## config.mk

```make
export PLATFORM = sky130hd
export DESIGN_NAME = pwm_duty_decoder
export DESIGN_NICKNAME = d
export VERILOG_FILES = /design/src/rtl/pwm_duty_decoder.sv
export SDC_FILE = /design/constraint.sdc
export NUM_CORES = 1
export LEC_CHECK = 0
export ABC_AREA = 1
export CAP_MARGIN = 30
export CORE_ASPECT_RATIO = 0.9
export CORE_MARGIN = 3
export CORE_UTILIZATION = 52
export DETAILED_ROUTE_END_ITERATION = 8
export PLACE_DENSITY = 0.76
export SYNTH_ARGS = -nofsm -noshare
export SYNTH_HDL_FRONTEND = slang
export SYNTH_SLANG_ARGS = --single-unit
```

## constraint.sdc

```tcl
create_clock -name clk -period 1.49 [get_ports clk]
set_input_delay 0.298 -clock clk [delete_from_list [all_inputs] [get_ports clk]]
set_output_delay 0.298 -clock clk [all_outputs]
set_load 0.01 [all_outputs]
```

## src/rtl/pwm_duty_decoder.sv

```systemverilog
// PWM receive-side decoder: synchronizes a PWM line, measures period and high time between
// rising edges, and recovers the speed word with lock and period-error indications.
module pwm_duty_decoder #(
  parameter int unsigned WIDTH      = 8,
  parameter int unsigned TOL        = 2,
  parameter int unsigned LOCK_COUNT = 2
) (
  input  logic             clk,
  input  logic             arst,
  input  logic             enable,
  input  logic             pwm_data,
  output logic [WIDTH-1:0] speed,
  output logic             speed_valid,
  output logic             locked,
  output logic             period_err
);

  localparam int unsigned Period = 2 ** WIDTH;
  localparam int unsigned PerW   = WIDTH + 2;
  localparam int unsigned HiW    = WIDTH + 1;
  localparam int unsigned GoodW  = $clog2(LOCK_COUNT + 1);

  localparam logic [PerW-1:0]  PerNominal = PerW'(Period);
  localparam logic [PerW-1:0]  PerMin     = PerW'(Period - TOL);
  localparam logic [PerW-1:0]  PerMax     = PerW'(Period + TOL);
  // Timeout fires on the edge at which the count would reach 2*PERIOD.
  localparam logic [PerW-1:0]  PerLast    = PerW'(2 * Period - 1);
  localparam logic [HiW-1:0]   HiMax      = HiW'(Period - 1);
  localparam logic [GoodW-1:0] GoodLock   = GoodW'(LOCK_COUNT);

  typedef enum logic [1:0] {StIdle, StSeek, StMeasure} state_e;

  state_e state_q, state_d;

  logic s1_q, s2_q, s3_q;
  logic [PerW-1:0]  per_cnt_q, per_cnt_d;
  logic [HiW-1:0]   hi_cnt_q, hi_cnt_d;
  logic [GoodW-1:0] good_cnt_q, good_cnt_d;
  logic [WIDTH-1:0] speed_q, speed_d;
  logic             speed_valid_q, speed_valid_d;
  logic             locked_q, locked_d;
  logic             period_err_q, period_err_d;

  logic             rise;
  logic             timeout;
  logic             period_ok;
  logic             active;
  logic [GoodW-1:0] good_inc;

  assign rise      = s2_q & ~s3_q;
  assign timeout   = (per_cnt_q == PerLast);
  assign period_ok = (per_cnt_q >= PerMin) && (per_cnt_q <= PerMax);
  assign active    = enable && (state_q != StIdle);
  assign good_inc  = (good_cnt_q >= GoodLock) ? GoodLock : good_cnt_q + GoodW'(1);

  // State register and all datapath flops.
  always_ff @(posedge clk or posedge arst) begin
    if (arst) begin
      state_q       <= StIdle;
      s1_q          <= 1'b0;
      s2_q          <= 1'b0;
      s3_q          <= 1'b0;
      per_cnt_q     <= '0;
      hi_cnt_q      <= '0;
      good_cnt_q    <= '0;
      speed_q       <= '0;
      speed_valid_q <= 1'b0;
      locked_q      <= 1'b0;
      period_err_q  <= 1'b0;
    end else begin
      state_q       <= state_d;
      s1_q          <= pwm_data;
      s2_q          <= s1_q;
      s3_q          <= s2_q;
      per_cnt_q     <= per_cnt_d;
      hi_cnt_q      <= hi_cnt_d;
      good_cnt_q    <= good_cnt_d;
      speed_q       <= speed_d;
      speed_valid_q <= speed_valid_d;
      locked_q      <= locked_d;
      period_err_q  <= period_err_d;
    end
  end

  // Next-state logic.
  always_comb begin
    state_d = state_q;
    if (!enable) begin
      state_d = StIdle;
    end else begin
      unique case (state_q)
        StIdle:    state_d = StSeek;
        StSeek:    if (rise) state_d = StMeasure;
        // A constant-level verdict re-seeks so the next rise opens a fresh period.
        StMeasure: if (!rise && timeout) state_d = StSeek;
        default:   state_d = StIdle;
      endcase
    end
  end

  // Counters and registered outputs.
  always_comb begin
    per_cnt_d     = (&per_cnt_q) ? per_cnt_q : per_cnt_q + PerW'(1);
    hi_cnt_d      = (s2_q && !(&hi_cnt_q)) ? hi_cnt_q + HiW'(1) : hi_cnt_q;
    good_cnt_d    = good_cnt_q;
    speed_d       = speed_q;
    speed_valid_d = 1'b0;
    locked_d      = locked_q;
    period_err_d  = 1'b0;

    if (!active) begin
      per_cnt_d  = '0;
      hi_cnt_d   = '0;
      good_cnt_d = '0;
      locked_d   = 1'b0;
    end else if (rise) begin
      per_cnt_d = PerW'(1);
      hi_cnt_d  = HiW'(1);
      if (state_q == StMeasure) begin
        if (period_ok) begin
          speed_d       = (hi_cnt_q > HiMax) ? '1 : hi_cnt_q[WIDTH-1:0];
          speed_valid_d = 1'b1;
          good_cnt_d    = good_inc;
          locked_d      = (good_inc == GoodLock);
        end else begin
          period_err_d = 1'b1;
          good_cnt_d   = '0;
          locked_d     = 1'b0;
        end
      end
    end else if (timeout) begin
      speed_d       = s2_q ? '1 : '0;
      speed_valid_d = 1'b1;
      locked_d      = 1'b1;
      good_cnt_d    = '0;
      per_cnt_d     = PerNominal;
    end
  end

  assign speed       = speed_q;
  assign speed_valid = speed_valid_q;
  assign locked      = locked_q;
  assign period_err  = period_err_q;

endmodule
```

==> Word level (Yosys, flattened, before mapping) <==
Index checks and enable logic that the tools add are counted.
{ "totals": {"wordCells": 83, "input_bits": 4, "register_bits": 37} }
{ "classes": {"order_cmp": 4, "addsub": 3, "n_mux": 37, "eq_ne": 12, "n_reduce_logical": 14, "n_bitwise": 2} }
{ "ops": {"columns": ["cell", "count"], "rows": [
  ["two-way mux 8 bit", 6],
  ["two-way mux 10 bit", 4],
  ["two-way mux 9 bit", 3],
  ["two-way mux 2 bit", 9],
  ["two-way mux 1 bit", 14],
  ["adder 10 x 1 -> 10 bit, second input constant", 1],
  ["equality test 10 x 9 -> 1 bit, second input constant", 1],
  ["greater-or-equal comparator 10 x 8 -> 1 bit, second input constant", 1],
  ["less-or-equal comparator 10 x 9 -> 1 bit, second input constant", 1],
  ["AND reduction 10 bit", 1],
  ["adder 9 x 1 -> 9 bit, second input constant", 1],
  ["> comparator 9 x 8 -> 1 bit, second input constant", 1],
  ["inequality test 3 bit, second input constant", 3],
  ["AND reduction 9 bit", 1],
  ["inequality test 3 x 2 -> 1 bit, second input constant", 2],
  ["one-hot mux 2 bit (3 select lines)", 1],
  ["equality test 2 bit, second input constant", 2],
  ["logical AND 1 bit", 4],
  ["inequality test 2 x 1 -> 1 bit, second input constant", 2],
  ["inequality test 4 bit, second input constant", 1],
  ["AND reduction 2 bit", 2],
  ["AND reduction 4 bit", 1],
  ["nonzero test 2 bit", 2],
  ["adder 2 x 1 -> 2 bit, second input constant", 1],
  ["other kinds (6)", 7]
]} }

==> Longest topological paths before layout <==
{ "depth": {"depth_word": 7, "ltp_mapped": 11, "mapped_depth_nobuf": 11} }

==> Worst setup path before layout <==
No wires, ideal clock.
{ "synth_timing": {"path_type": "reg-to-reg", "startpoint": "register hi_cnt_q[0]", "endpoint": "register hi_cnt_q[6]", "stages_incl_launch_ff": 11, "path_buffers": 0, "arrival_time_ns": 1.534, "required_ns": 1.372, "slack_ns": -0.163, "synth_period_minus_slack_ns": 1.653, "path_cell_list": "dfrtp_1 > ha_1 > nand3_1 > nor3_1 > ha_1 > nor2_4 > inv_2 > nor2_1 > nand3_1 > xor2_1 > nor2_1"} }
{ "synth_via": {"elab_chain_len": 4, "elab_cells_between_ends": 8} }
{ "synth_lines": {"columns": ["item", "line_no", "rtl"], "rows": [
  ["from (decl)", "37", "logic [HiW-1:0] hi_cnt_q, hi_cnt_d;"],
  ["from (signal assigned)", "76", "hi_cnt_q <= hi_cnt_d;"],
  ["adder 9 x 1 -> 9 bit or AND reduction 9 bit (tied branches)", "104", "hi_cnt_d = (s2_q && !(&hi_cnt_q)) ? hi_cnt_q + HiW'(1) : hi_cnt_q;"],
  ["two-way mux 9 bit or zero test 1 bit (tied branches)", "104", null],
  ["two-way mux 9 bit or logical AND 1 bit (tied branches)", "116, 104", null],
  ["two-way mux 9 bit or inequality test 3 x 2 -> 1 bit (tied branches)", null, null]
]} }
Parallel ways exist; a longest one is shown, timed or not. The select of a mux whose other input is x is not followed.
A chain may end at the register's enable or synchronous reset.

==> Worst setup path after layout <==
{ "layout_timing": {"startpoint": "register hi_cnt_q[0]", "endpoint": "register hi_cnt_q[5]"} }
The elaborated chain is that of the path after synthesis.

==> metrics <==
quantity of hold-fixing buffers added after cts=0; xor/xnor cell area share of the yosys netlist=0.00878; synthesized cell area=between 0.0015 and 0.002 mm²; total power=2350 µW; Hold Violations, Final=0; fraction of registers with async set/reset=1.00; Synth Area in Simple Gates=0.300; Inst Count DP=~340; max_cap viols=0; Hold Path Class=in -> async; Worst Clk Skew=8.94 ps; Layout area overhead=52.0%; average wire per standard cell=17.2 µm; main combinational cell family by area after synthesis=simple AND/OR/NAND/NOR gates; Mapped Cells=249; met3 routed WL=roughly 450 µm; peak fanout along the critical path=4; Distinct cells, synth=32; Initial Util=0.565; Slew headroom=0.771; worst setup margin=-249 ps; ANT nets after route=0; adder-cell area share of the yosys netlist=0.0314; design area=about 0.003 mm²; complex-gate fraction of the synthesized area=0.127; total negative slack=-3030 ps; Most used DFF post-synth=dfrtp_1; initial antenna violation count=0; mux share of post-synthesis cell area=0; Seq cells post-synth=37; root cell of the clock tree=clkbuf_8; # diodes=0; status=complete, but fails checks; Clk pin slew, worst setup/hold paths=approximately 80 ps; Chip Width=slightly above 70 µm; DRT Wirelength=~6.2 mm; CP startpoint kind=flip-flop; crit path capture type=flip-flop; worst skew pair latency=around 300 ps; pins over their slew limit=0; crit path max-delay cell type=dfrtp_1; area of the die=~0.0046 mm²; failing checks=negative setup slack; post-synthesis sequential area ratio=0.464; yosys warns=0; worst-path cell chain=ha_4 > nand3_4 > nor3_4 > ha_2 > nor2_4 > inv_4 > nand2_4 > nand2_2 > inv_2 > o21ai_2 > a21oi_1; IO Port Bufs=14; Lkg Pwr=between 0.0015 and 0.002 µW; layout cells sized above 1=0.423; most frequent cells in the layout=43 x nand2_1, 35 x dfrtp_1, 34 x buf_4; fillers=167; TritonCTS clock tree=done; Area contributors post-synth=dfrtp_1 46%, nand2_1 10%, nor2_1 4.9%; GPL Wtd Cong=0.952; Synth Area per Inst=approximately 8 µm²; first-pass GRT wire length=between 8 and 9 mm; switching share of power=0.255; final non-filler cell total=roughly 360; Synth top area share=0.464; Vias/cell=roughly 5.8; internal power=around 1800 µW; hold slack=between 300 and 400 ps; wire length on met1=~2.6 mm; Worst EP arrival=approximately 1900 ps; worst-margin pin slew=approximately 340 ps; fin crit share=1.17; I/O pin count=15; Gate power share=0.165; CP required=roughly 1700 ps; Clock Power Share=0.387; Worst path max stage delay=roughly 400 ps; leading area contributor after synthesis=dfrtp_1; Sink Count=37; Detailed Routing Iterations Pass 1=5; largest net degree at the start of global routing=38; Flop pwr share=0.449; RSZ-0062 raised after global routing=true; maximum vdd drop=about 0.61 mV; NetSw=roughly 600 µW; fin nets=325; DP Area=between 0.002 and 0.0025 mm²; pwr/cell area=777 mW/mm²; Num CTS Buffers=5; total number of vias=between 2000 and 2500; maximum clock rate=roughly 0.58 GHz; DR iter-0 viols=approximately 190; DRC=0; fin crit period=1740 ps; CTS H-tree depth=2; DR top layer=met4; syn_nets=258; die height=64.8 µm; CTS max path bufs=2; Post-synth EDFFs=0; Core Box Area=0.00353 mm²; most common cell after layout, fill and taps aside=nand2_1; total track usage=0.245; number of global-route vias before repair=~1900; # rows=20; WS Path Type=reg -> reg; Post-DP HPWL=3.34 mm; grt total ovfl=0; # setup viols final=23; met2 routed WL=2.96 mm
==> critical path, delay by kind of cell (launching register included) <==
family	cells	cell delay, ps
AOI/OAI and AO/OA	2	170
DFF	1	400
and+or+nand+nor	5	500
buffers and inverters	2	140
adders and majority gates	2	410
==> cell usage after synthesis (all sizes together), types with 2 or more instances <==
cell	number
a21oi	11
a31oi	4
dfrtp	37
ha	5
inv	34
nand2	62
nand3	19
nand4	2
nor2	34
nor3	7
o211ai	2
o21a	4
o21ai	18
xor2	2
==> stage by stage <==
step	util	setup WS (ps)
after floorplan	-	-80.7
after global placement	0.688	-122
after detailed placement	0.688	-162
after CTS	0.771	-138
after global routing	0.859	-338
final	0.859	-249
==> cell families (layout without fill, tap and decap cells) <==
| logic type | after synthesis | count (layout) |
|---|---|---|
| AND/OR/NAND/NOR | 126 | 127 |
| AO/OA/AOI/OAI | 43 | 43 |
| flip-flops | 37 | 37 |
| buffers and inverters | 36 | 103 |
| adder cells (fa/ha/maj) | 5 | 5 |
| XOR/XNOR | 2 | 2 |
==> final cells by class <==
cell class	count	area [µm²]	share of cell area
Clock buffer	7	86.3	0.0285
Clock inverter	1	30.0	0.00991
Inverter	35	136	0.0450
Multi-Input combinational cell	177	1240	0.410
Sequential cell	37	928	0.306
Tap cell	44	55.1	0.0182
Timing Repair Buffer	60	553	0.182
==> power groups by stage <==
stage                     Sequential [µW]  Clock (µW)  Combinational [µW]
after global placement               1060           0                 243
final                                1060         911                 388
after detailed placement             1070           0                 246
after CTS                            1050         910                 299
after floorplan                      1070           0                 132
after global routing                 1060         970                 414
==> sequential cells by signal (all words and copies together), names as in the netlist <==
name / cells
locked: 1
hi_cnt_q: 9
speed: 8
s2_q: 1
s3_q: 1
period_err: 1
state_q: 2
speed_valid: 1
good_cnt_q: 2
s1_q: 1
per_cnt_q: 10
==> path summary, 6_finish.rpt <==
kind	startpoint	endpoint	slack, ps	cells past startpoint
worst max-delay path	hi_cnt_q[0]$_DFFE_PP0P_	hi_cnt_q[5]$_DFFE_PP0P_	-250	11
worst min-delay path	arst	state_q[0]$_DFFE_PP0P_	340	3
worst max register to register	hi_cnt_q[0]$_DFFE_PP0P_	hi_cnt_q[5]$_DFFE_PP0P_	-250	11
worst min register to register	s1_q$_DFF_PP0_	s2_q$_DFF_PP0_	370	0
max in group asynchronous	arst	per_cnt_q[1]$_DFFE_PP0P_	930	3
min in group clk	s1_q$_DFF_PP0_	s2_q$_DFF_PP0_	370	0
==> repair_timing <==
| item | CTS | global route |
|---|---|---|
| pin swaps | 9 | 13 |
| gates resized for setup | 29 | 65 |
| setup buffers | 8 | 9 |
| hold endpoints to repair | 0 | 0 |
| endpoints found under the setup margin | 20 | 35 |
| cloned | 1 | 0 |
==> routing by layer <==
metal  vias up  track usage
met5         -            0
met4         0        0.106
met3        19       0.0481
met2       119        0.376
met1       999        0.336
li1        949            -
Power figures use the tool's default switching activity.
